===== config.mk =====
export PLATFORM = sky130hd
export DESIGN_NAME = control_colocacion
export DESIGN_NICKNAME = d
export VERILOG_FILES = /design/src/rtl/control_colocacion.sv
export SDC_FILE = /design/constraint.sdc
export NUM_CORES = 1
export LEC_CHECK = 0
export BUFFER_PORTS_ARGS = -buffer_cell sky130_fd_sc_hd__buf_2
export CORE_ASPECT_RATIO = 0.6
export CORE_MARGIN = 2
export CORE_UTILIZATION = 57
export CTS_CLUSTER_DIAMETER = 40
export DETAILED_ROUTE_END_ITERATION = 12
export HOLD_SLACK_MARGIN = 0.06
export PLACE_DENSITY = 0.82
export SETUP_SLACK_MARGIN = 0.1
export SLEW_MARGIN = 20
export SYNTH_ARGS = -nofsm -noshare
export SYNTH_HDL_FRONTEND = slang
export SYNTH_SLANG_ARGS = --single-unit

===== constraint.sdc =====
create_clock -name clk -period 4.4 [get_ports clk]
set_input_delay 0.22 -clock clk [delete_from_list [all_inputs] [get_ports clk]]
set_output_delay 0.22 -clock clk [all_outputs]
set_load 0.1 [all_outputs]

===== src/rtl/control_colocacion.sv =====
// Ship-placement sequencer: moves a cursor over the board, validates each candidate
// ship cell by cell against bounds and the occupancy map, then writes it out.
module control_colocacion #(
  parameter int FILAS      = 5,
  parameter int COLS       = 5,
  parameter int NUM_BARCOS = 5
) (
  input  logic                     clk,
  input  logic                     rst,
  input  logic                     iniciar,
  input  logic                     mover_der,
  input  logic                     mover_abj,
  input  logic                     rotar,
  input  logic                     confirmar,
  output logic [4:0]               cursor,
  output logic                     orientacion,
  output logic [2:0]               barco_idx,
  output logic [NUM_BARCOS-1:0]    en_barco,
  output logic [4:0]               casilla_out,
  output logic [2:0]               tipo_out,
  output logic [FILAS*COLS-1:0]    ocupado,
  output logic                     error,
  output logic                     listo
);

  localparam int                  NCELDAS = FILAS * COLS;
  localparam logic [4:0]          COLS5   = 5'(COLS);
  localparam logic [3:0]          COLS4   = 4'(COLS);
  localparam logic [3:0]          FILAS4  = 4'(FILAS);
  localparam logic [2:0]          COL_MAX = 3'(COLS - 1);
  localparam logic [2:0]          FIL_MAX = 3'(FILAS - 1);
  localparam logic [2:0]          K_MAX   = 3'(NUM_BARCOS - 1);
  localparam logic [NUM_BARCOS-1:0] UNO   = {{(NUM_BARCOS-1){1'b0}}, 1'b1};

  typedef enum logic [2:0] {
    REPOSO, ESPERA, VALIDAR, ESCRIBIR, RECHAZO, LISTO
  } estado_t;

  estado_t               estado_q, estado_d;
  logic [2:0]            fila_q, fila_d, col_q, col_d;
  logic [4:0]            cursor_q, cursor_d;
  logic                  orient_q, orient_d;
  logic [2:0]            k_q, k_d, j_q, j_d;
  logic [NCELDAS-1:0]    ocupado_q, ocupado_d;
  logic [NUM_BARCOS-1:0] en_barco_q, en_barco_d;
  logic [4:0]            casilla_q, casilla_d;
  logic [2:0]            tipo_q, tipo_d;
  logic                  error_q, error_d;
  logic                  listo_q, listo_d;

  logic                  fuera;
  logic [4:0]            celda;

  // The cell address may overflow when out of bounds; it is only consumed after fuera is clear.
  assign fuera = orient_q ? ({1'b0, fila_q} + {1'b0, j_q} >= FILAS4)
                          : ({1'b0, col_q}  + {1'b0, j_q} >= COLS4);
  assign celda = orient_q ? cursor_q + ({2'b0, j_q} * COLS5)
                          : cursor_q + {2'b0, j_q};

  always_comb begin
    // NOTE: every _d gets a default first so no path through the case infers a latch.
    estado_d   = estado_q;
    fila_d     = fila_q;
    col_d      = col_q;
    orient_d   = orient_q;
    k_d        = k_q;
    j_d        = j_q;
    ocupado_d  = ocupado_q;
    en_barco_d = '0;
    casilla_d  = casilla_q;
    tipo_d     = tipo_q;
    error_d    = 1'b0;
    listo_d    = listo_q;

    case (estado_q)
      REPOSO, LISTO: begin
        if (iniciar) begin
          estado_d  = ESPERA;
          fila_d    = '0;
          col_d     = '0;
          orient_d  = 1'b0;
          k_d       = '0;
          j_d       = '0;
          ocupado_d = '0;
          listo_d   = 1'b0;
        end
      end
      ESPERA: begin
        if (confirmar) begin
          j_d      = '0;
          estado_d = VALIDAR;
        end else if (rotar) begin
          orient_d = ~orient_q;
        end else if (mover_der) begin
          col_d = (col_q == COL_MAX) ? 3'd0 : col_q + 3'd1;
        end else if (mover_abj) begin
          fila_d = (fila_q == FIL_MAX) ? 3'd0 : fila_q + 3'd1;
        end
      end
      VALIDAR: begin
        if (fuera || ocupado_q[celda]) begin
          estado_d = RECHAZO;
          error_d  = 1'b1;
        end else if (j_q == k_q) begin
          estado_d = ESCRIBIR;
          j_d      = '0;
          // A length-1 ship writes in a single cycle, so its enable is raised right away.
          if (k_q == 3'd0) begin
            en_barco_d = UNO << k_q;
            casilla_d  = cursor_q;
            tipo_d     = k_q + 3'd1;
          end
        end else begin
          j_d = j_q + 3'd1;
        end
      end
      ESCRIBIR: begin
        ocupado_d[celda] = 1'b1;
        if (j_q == k_q) begin
          if (k_q == K_MAX) begin
            estado_d = LISTO;
            listo_d  = 1'b1;
          end else begin
            estado_d = ESPERA;
            k_d      = k_q + 3'd1;
          end
        end else begin
          j_d = j_q + 3'd1;
          if (j_q + 3'd1 == k_q) begin
            en_barco_d = UNO << k_q;
            casilla_d  = cursor_q;
            tipo_d     = k_q + 3'd1;
          end
        end
      end
      RECHAZO: estado_d = ESPERA;
      default: estado_d = REPOSO;
    endcase

    cursor_d = ({2'b0, fila_d} * COLS5) + {2'b0, col_d};
  end

  // NOTE: sequential state uses non-blocking assignments so every flop samples pre-edge values.
  always_ff @(posedge clk) begin
    if (rst) begin
      estado_q   <= REPOSO;
      fila_q     <= '0;
      col_q      <= '0;
      cursor_q   <= '0;
      orient_q   <= 1'b0;
      k_q        <= '0;
      j_q        <= '0;
      ocupado_q  <= '0;
      en_barco_q <= '0;
      casilla_q  <= '0;
      tipo_q     <= '0;
      error_q    <= 1'b0;
      listo_q    <= 1'b0;
    end else begin
      estado_q   <= estado_d;
      fila_q     <= fila_d;
      col_q      <= col_d;
      cursor_q   <= cursor_d;
      orient_q   <= orient_d;
      k_q        <= k_d;
      j_q        <= j_d;
      ocupado_q  <= ocupado_d;
      en_barco_q <= en_barco_d;
      casilla_q  <= casilla_d;
      tipo_q     <= tipo_d;
      error_q    <= error_d;
      listo_q    <= listo_d;
    end
  end

  assign cursor      = cursor_q;
  assign orientacion = orient_q;
  assign barco_idx   = k_q;
  assign en_barco    = en_barco_q;
  assign casilla_out = casilla_q;
  assign tipo_out    = tipo_q;
  assign ocupado     = ocupado_q;
  assign error       = error_q;
  assign listo       = listo_q;

endmodule


## After elaboration in Yosys (flattened, before gate mapping)

Index checks and enable logic that the tools add are counted.

- Bits in registers: 61
- Latch bits: 0
- Memory bits (writable): 0
- ROM bits: 0
- Input bits: 7
- Output and inout port bits: 49
- Memories kept: 0

- Add/subtract/negate cells: 9
- $mul: 2
- Div/mod/pow operators: 0
- Order comparisons: 4
- Equality and inequality tests: 23
- Shifts and indexed selects: 1
- Multiplexer cells: 63
- Bitwise gates (word level): 3
- Reductions and logical operators: 17

Operators by type and width:

| cell | number |
|---|---|
| two-way mux 3 bit | 29 |
| two-way mux 5 bit | 11 |
| one-hot mux 25 bit (2 select lines) | 1 |
| two-way mux 25 bit | 1 |
| OR 25 bit | 1 |
| inequality test 2 bit (second input constant) | 12 |
| one-hot mux 3 bit (2 select lines) | 4 |
| one-hot mux 5 bit (2 select lines) | 2 |
| AND reduction 4 bit | 4 |
| == test 3 bit (second input constant) | 5 |
| one-hot mux 3 bit (5 select lines) | 1 |
| adder 3 x 1 -> 3 bit (second input constant) | 4 |
| one-hot mux 3 bit (4 select lines) | 1 |
| adder 5 x 3 -> 5 bit | 2 |
| multiplier 3 x 3 -> 5 bit (second input constant) | 2 |
| two-way mux 1 bit | 9 |
| adder 3 x 3 -> 4 bit | 2 |
| >= comparator 4 x 3 -> 1 bit (second input constant) | 2 |
| == test 3 x 2 -> 1 bit (second input constant) | 2 |
| == test 3 bit | 2 |
| zero test 3 bit | 2 |
| less-than comparator 5 x 6 -> 1 bit (second input constant) | 1 |
| AND reduction 6 bit | 1 |
| nonzero test 2 bit | 3 |
| 15 further kinds | 18 |

## Depth between registers and ports, before layout

Gate-level depths: netlist of the first run.

- Depth after elaboration: 9
- Depth in mapped cells: 15

## Worst setup path after synthesis of the first run

OpenSTA, ideal clock, no wires.

- Kind: reg2reg
- Start: register cursor_q[3] (netlist: cursor[3])
- End: register casilla_q[3] (netlist: casilla_out[3])
- Library setup time: 0.129 ns
- Arrival: 3.597 ns
- Setup slack: 0.674 ns
- Stages on the path, launching flop included: 13
- Cell sequence: dfxtp_1 -> fa_1 -> ha_1 -> xnor2_1 -> a221oi_2 -> and2_1 -> buf_6 -> mux2i_1 -> o2111ai_1 -> nand3_2 -> buf_6 -> mux2i_1 -> nor2_1

- Longest elaborated chain between the ends: 7
- Elaborated cells between the ends (all ways): 14
- Those cells by class: add/sub (2); eq/ne (1); mux (9); reduce/logical (2)

Ends and longest elaborated chain:

| what | RTL line | source |
|---|---|---|
| from (decl) | 41 | `logic [4:0] cursor_q, cursor_d;` |
| from (signal assigned) | 163 | `cursor_q <= cursor_d;` |
| adder 5 x 3 -> 5 bit / adder 5 bit (equally long branches) | 58, 57 |  |
| two-way mux 5 bit | 57 | `assign celda = orient_q ? cursor_q + ({2'b0, j_q} * COLS5)` |
| binary-select mux 1 bit (select 5 bit) | 101 | `if (fuera \|\| ocupado_q[celda]) begin` |
| two-way mux 1 bit (implied by the code) | 101 |  |
| logical OR 1 bit | 101 |  |
| inequality test 2 bit (no line) | n/a |  |
| AND reduction 6 bit (no line) | n/a |  |
| to (signal assigned) | 169 | `casilla_q <= casilla_d;` |
| to (decl) | 46 | `logic [4:0] casilla_q, casilla_d;` |

Several ways; a longest one is shown, not always the timed one. The select of a mux whose other input is x is not followed.
A chain may end at the register's enable or synchronous reset.

## Final worst setup path of the first run

- Start: register j_q[0]
- End: register tipo_q[0] (netlist: tipo_out[0])

- Longest elaborated chain between the ends: 8
- Elaborated cells between the ends (all ways): 20
- Those cells by class: add/sub (5); mul (1); order compare (2); eq/ne (6); mux (4); reduce/logical (2)

Ends and longest elaborated chain:

| what | RTL line | source |
|---|---|---|
| from (decl) | 43 | `logic [2:0] k_q, k_d, j_q, j_d;` |
| from (signal assigned) | 166 | `j_q <= j_d;` |
| multiplier 3 x 3 -> 5 bit | 57 |  |
| adder 5 bit | 57 |  |
| two-way mux 5 bit | 57 |  |
| binary-select mux 1 bit (select 5 bit) | 101 |  |
| two-way mux 1 bit (implied by the code) | 101 |  |
| logical OR 1 bit | 101 |  |
| inequality test 2 bit (no line) | n/a |  |
| AND reduction 6 bit (no line) * | n/a |  |
| to (signal assigned) | 170 | `tipo_q <= tipo_d;` |
| to (decl) | 47 | `logic [2:0] tipo_q, tipo_d;` |

Every way passes the cells marked *; elsewhere a longest branch is shown, timed or not. The select of a mux whose other input is x is not followed.

==> impl_metrics.tcl, run 1 <==
set metrics [dict create \
    io_pins 56 \
    vias 3131 \
    dp.cells 524 \
    final_cell_mix "nor2_1 (67), dfxtp_1 (61), buf_2 (55), a21oi_1 (38), ha_1 (32)" \
    nets 496 \
    startpoint "j_q[0]" \
    placed_area_mm2 0.00389 \
    dpl.hpwl_mm 6.48 \
    hold_viol 0 \
    grt_max_degree 41 \
    layout_setup_ws_ps 691 \
    min_from "rotar" \
    core_mm2 0.00611 \
    power_mw 1.41 \
    rows 22 \
    grt-ovfl-total 0 \
    skew_ps 7.75 \
    synth_area_leaders "dfxtp_1 (34%), ha_1 (11%), nor2_1 (7.0%)" \
    setup_violations 0 \
    path_buf_inv 1 \
    path_cells "ha_1 -> ha_1 -> inv_1 -> fa_1 -> xnor2_1 -> a221oi_2 -> and2_1 -> mux2i_1 -> o2111ai_1 -> nand3_2 -> mux2i_1 -> nor2_1" \
    dr.first_iter.drc_count 240 \
    slew_viol_final 0 \
    syn_to_final_growth_pct 14.4 \
    max_freq_mhz 270 \
    stdcell_area_mm2 0.00412 \
    die_y_um 65.5 \
    layout_commonest_cell "nor2_1" \
    leakage_nw 1.94 \
    first_pass_iters 5 \
    cts.sinks 61 \
    slowest_delay_ps 530 \
    status "finished clean" \
    worstMarginPinSlew_ps 903 \
    dieArea_mm2 0.00698 \
    grt_pass1_wl_mm 14.3 \
    diodes 0 \
    slew-limit-headroom 0.393 \
    async_reset_ff_frac 0 \
    synth_largest_area_cell "dfxtp_1" \
    synthFlopType "dfxtp_1" \
    yosysWarnings 0 \
    yosys.area.top_type_share 0.339 \
    initial_utilization 0.589 \
    netlist_area_mm2 0.00360 \
    vdd_ir_drop_max_mv 0.298 \
    cts_hold_buffers 0 \
    path_max_fanout 12 \
    drt_wl_total_mm 8.59 \
    start_kind "register" \
    reg2regPathDepth 12 \
    drv_cap 0 \
    drive_gt1_frac 0.191 \
    crit_path_top_delay_cell "dfxtp_1" \
    ys_ff_latch 61 \
    hp-class "primary input to register" \
    clk_pin_slew_worst_paths_ps 70 \
    clock_latency_ps 360 \
    yosysSeqAreaShare 0.339 \
    p_per_area_mw_per_mm2 342 \
    fin_crit_sh 0.843 \
    rrSetupSlack_ps 690 \
    cp_top_family "adder cells" \
    antenna_found_initial 0 \
    cts_root_buffer "clkbuf_8" \
    criticalPathCategory "register to register" \
    wl_met2_mm 3.65 \
    ant_nets 0 \
    finalWeightedCongestion 0.892 \
    endpoint_kind "register" \
    critPathArrivalTime_ps 3930 \
    ys_types 57 \
    routed.top_layer "met4" \
    instances_no_fill 540 \
    drc 0 \
    synth_area_per_cell_um2 8.97 \
    rsz0062_at_grt "false" \
    cts.repair.resized 0 \
    cts_buffers 9 \
    wl_per_cell_um 15.9 \
    die_w_um 107 \
    cts_setup_buffers 0 \
    regToRegEndpoint "tipo_out[0]" \
    reg2reg_from "j_q[0]" \
    syn_inst 401 \
    post-route-util 0.674 \
    grt.total_usage 0.265 \
    finalCriticalPeriod_ps 3710 \
    htreeDepth 3 \
    min_to "orientacion" \
    place_ws_ps 757 \
    syn_nets 446 \
    cp.required_ps 4620 \
    whs_ps 201 \
    wl_met3_um 654 \
    via_per_inst 5.80 \
    cts_tree "built" \
    wl_met1_mm 4.19 \
    io_buffers 55 \
    tns_ps 0 \
    clockBufferDepth 2 \
    synth_edf_count 0 \
    first_global_vias 2897 \
    hold_depth 3 \
]
==> synthesized netlist by cell type (all sizes together), types with 4 or more instances <==
master	count
a21o	7
a21oi	38
a22o	4
buf	5
clkbuf	11
dfxtp	61
fa	6
ha	32
inv	19
mux2i	12
mux4	6
nand2	23
nand2b	8
nand3	7
nor2	68
nor2b	11
nor3	8
nor3b	4
o211ai	4
o21ai	12
xnor2	10
xor2	6
==> worst max path at each step <==
stage                                end  slack, ps  cells past startpoint
after global routing      casilla_out[4]        470                     12
after global placement       tipo_out[2]        950                     12
after CTS                    tipo_out[0]        730                     12
final                        tipo_out[0]        690                     12
after floorplan           casilla_out[3]        670                     12
after detailed placement     tipo_out[0]        760                     12
==> logic make-up after synthesis <==
family	Yosys count	synth area share
buffers and inverters	35	0.0431
flip-flops	61	0.339
AND/OR/NAND/NOR	145	0.194
XOR/XNOR	16	0.0410
multiplexers	19	0.0751
AO/OA/AOI/OAI	87	0.162
adder cells (fa/ha/maj)	38	0.145
==> worst register-to-register path, delay by kind of cell (launching register included) <==
kind | cells | cell delay [ps]
fa+ha+maj | 3 | 990
buf+inv | 1 | 60
xor+xnor | 1 | 150
simple gates | 3 | 710
compound gates | 2 | 540
mux | 2 | 590
flops | 1 | 530
==> where the power goes <==
group / internal, mW / switching (mW) / total [mW]
Sequential: 0.563 / 0.0196 / 0.582
Combinational: 0.0783 / 0.186 / 0.264
Clock: 0.321 / 0.242 / 0.563
==> area by class of cell <==
class                      count  area, um2
multi-input combinational    305       2220
fill                         499       1990
sequential                    61       1220
timing repair buffer          55        275
clock buffer                   9        124
tap                           84        105
clock inverter                 7       98.8
inverter                      19       71.3
==> state kept, by name (all words and copies together) (netlist names) <==
register and cells:
orientacion 1, cursor 5, fila_q 3, estado_q 3, tipo_out 3, j_q 3, en_barco 5, ocupado 25
listo 1, casilla_out 5, barco_idx 3, error 1, col_q 3
==> layer usage <==
metal	vias up	global-route usage
li1	1508	-
met1	1497	0.386
met2	112	0.389
met3	14	0.0694
met4	0	0.0731
met5	-	0
No activity file was read; power rests on OpenSTA's default activity.
==> inputs of run 2 (changes only) <==
--- a/config.mk
+++ b/config.mk
@@ -8,11 +8,11 @@
 export BUFFER_PORTS_ARGS = -buffer_cell sky130_fd_sc_hd__buf_2
 export CORE_ASPECT_RATIO = 0.6
 export CORE_MARGIN = 2
-export CORE_UTILIZATION = 57
+export CORE_UTILIZATION = 52
 export CTS_CLUSTER_DIAMETER = 40
 export DETAILED_ROUTE_END_ITERATION = 12
 export HOLD_SLACK_MARGIN = 0.06
-export PLACE_DENSITY = 0.82
+export PLACE_DENSITY = 0.79
 export SETUP_SLACK_MARGIN = 0.1
 export SLEW_MARGIN = 20
 export SYNTH_ARGS = -nofsm -noshare
==> constraint.sdc (replaced) <==
create_clock -name clk -period 3 [get_ports clk]
set_input_delay 0.15 -clock clk [delete_from_list [all_inputs] [get_ports clk]]
set_output_delay 0.15 -clock clk [all_outputs]
set_load 0.1 [all_outputs]
==> run 2 against run 1 <==
Highest routed layer unchanged. Design area increased by 14%. The run now ends with negative setup slack left. Flip-flop and latch count did not move. Clock power grew 64%.
==> impl_metrics.tcl, run 2 (synthesis gave the netlist of run 1 again) <==
set metrics [dict create \
    htreeDepth 3 \
    path_max_fanout 6 \
    clockBufferDepth 2 \
    cts_buffers 9 \
    cts_root_buffer "clkbuf_16" \
    p_per_area_mw_per_mm2 480 \
    wl_per_cell_um 17.7 \
    dieArea_mm2 0.00762 \
    largest_reg_flops 25 \
    drt_wl_total_mm 10.2 \
    grt-ovfl-total 0 \
    p_int_mw 1.57 \
    cp.required_ps 3180 \
    violations "negative setup slack" \
    initial_utilization 0.539 \
    setup_violations 17 \
    leakage_nw 2.16 \
    worstMarginPinSlew_ps 876 \
    die_y_um 68.4 \
    endpoint_kind "register" \
    start_kind "register" \
    io_buffers 55 \
    diodes 0 \
    dr.first_iter.drc_count 293 \
    via_per_inst 5.79 \
    io_pins 56 \
    first_pass_iters 5 \
    grt_max_degree 41 \
    die_w_um 111 \
    post-route-util 0.705 \
    ant_nets 0 \
    max_freq_mhz 316 \
    drc 0 \
    criticalPathCategory "register to register" \
    comb_power_share 0.216 \
    vdd_ir_drop_max_mv 0.464 \
    swShare 0.305 \
    nets 530 \
    slew-limit-headroom 0.416 \
    drive_gt1_frac 0.346 \
    critPathArrivalTime_ps 3340 \
    layout_commonest_cell "nor2_1" \
    grt_pass1_wl_mm 15.9 \
    status "complete, but fails checks" \
    clk_pin_slew_worst_paths_ps 50 \
    fin_crit_sh 1.05 \
    cts.sinks 61 \
    finalCriticalPeriod_ps 3160 \
    nFillCells 505 \
    hold_viol 0 \
    slew_viol_final 0 \
    skew_ps 5.58 \
    place_ws_ps -265 \
    drv_cap 0 \
    layout_setup_ws_ps -160 \
    dpl.hpwl_mm 7.32 \
    rows 23 \
    cts_tree "built" \
    hp-class "primary input to register" \
    first_global_vias 3165 \
    antenna_found_initial 0 \
    final_cell_mix "nor2_1 (65), buf_2 (55), dfxtp_1 (49), a21oi_1 (34), buf_4 (31)" \
    syn_to_final_growth_pct 30.9 \
    finalWeightedCongestion 0.849 \
    grt.total_usage 0.274 \
    core_mm2 0.00668 \
    power_switching_uw 690 \
    vias 3337 \
    seqPwrFrac 0.375 \
    clock_latency_ps 330 \
    rsz0062_at_grt "true" \
    p_clk_frac 0.409 \
]
run 2: cell types whose count changed in the layout (fill, tap and decap cells not counted), sizes merged:
cell,delta
inv,-1
buf,+34
clkbuf,+1
bufinv,-2
clkinv,+1
run 2: stage by stage:
step | std cells | total power, mW | hold WS (ps) | TNS (ps) | area, um2
finish | 576 | 2.26 | 209 | -1650 | 4710
global placement | 555 | 1.27 | 463 | -1150 | 4220
global route | 576 | 2.35 | 235 | -4680 | 4710
CTS | 573 | 2.25 | 204 | -349 | 4590
detailed placement | 555 | 1.29 | 471 | -3570 | 4220
floorplan | 401 | 1.18 | 338 | -30.5 | 3710
run 2: metal layers:
metal | up-vias | share of wire | GRT usage
li1 | 1582 | - | -
met1 | 1582 | 0.47 | 0.362
met2 | 152 | 0.43 | 0.433
met3 | 21 | 0.080 | 0.0806
met4 | 0 | 0.016 | 0.102
met5 | - | 0 | 0
run 2: timing repair:
item                                    CTS  global route
setup buffers                             3             3
gates resized for setup                  23            23
endpoints found under the setup margin   32            43
hold buffers                              0             0
pin swaps                                13             7
endpoints found under the hold margin     0             0
run 2: worst paths after layout:
path | startpoint | end | slack [ps] | cells after the start
hold reg to reg | casilla_out[1] | casilla_out[1] | 490 | 2
setup reg to reg | j_q[0] | tipo_out[2] | -160 | 13
setup / recovery | j_q[0] | tipo_out[2] | -160 | 13
hold / removal | rotar | orientacion | 210 | 3
run 2: worst max-delay path, stage by stage, from the launching register on:
cell	delay (ps)
dfxtp_4	350
ha_4	150
fa_1	530
ha_4	220
xnor2_2	130
a221oi_2	360
buf_4	200
a21boi_2	60
a211oi_2	300
o211ai_1	140
nand3_2	140
buf_6	140
mux2i_2	210
nor2_1	70
run 2: final cells by class:
class / count / area, um2 / share of cell area
flip-flops and latches: 61 / 1250 / 0.266
multi-input cells: 305 / 2460 / 0.523
clock buffers: 10 / 239 / 0.0508
well taps: 87 / 109 / 0.0231
clock inverters: 5 / 27.5 / 0.00585
repair buffers: 89 / 546 / 0.116
inverters: 19 / 71.3 / 0.0151
run 2: power by group through the flow:
| stage | logic, mW | registers, mW | clock network, mW |
|---|---|---|---|
| after global routing | 0.524 | 0.850 | 0.974 |
| after CTS | 0.461 | 0.845 | 0.939 |
| after floorplan | 0.262 | 0.914 | 0 |
| after global placement | 0.415 | 0.859 | 0 |
| after detailed placement | 0.431 | 0.860 | 0 |
| final | 0.488 | 0.849 | 0.925 |
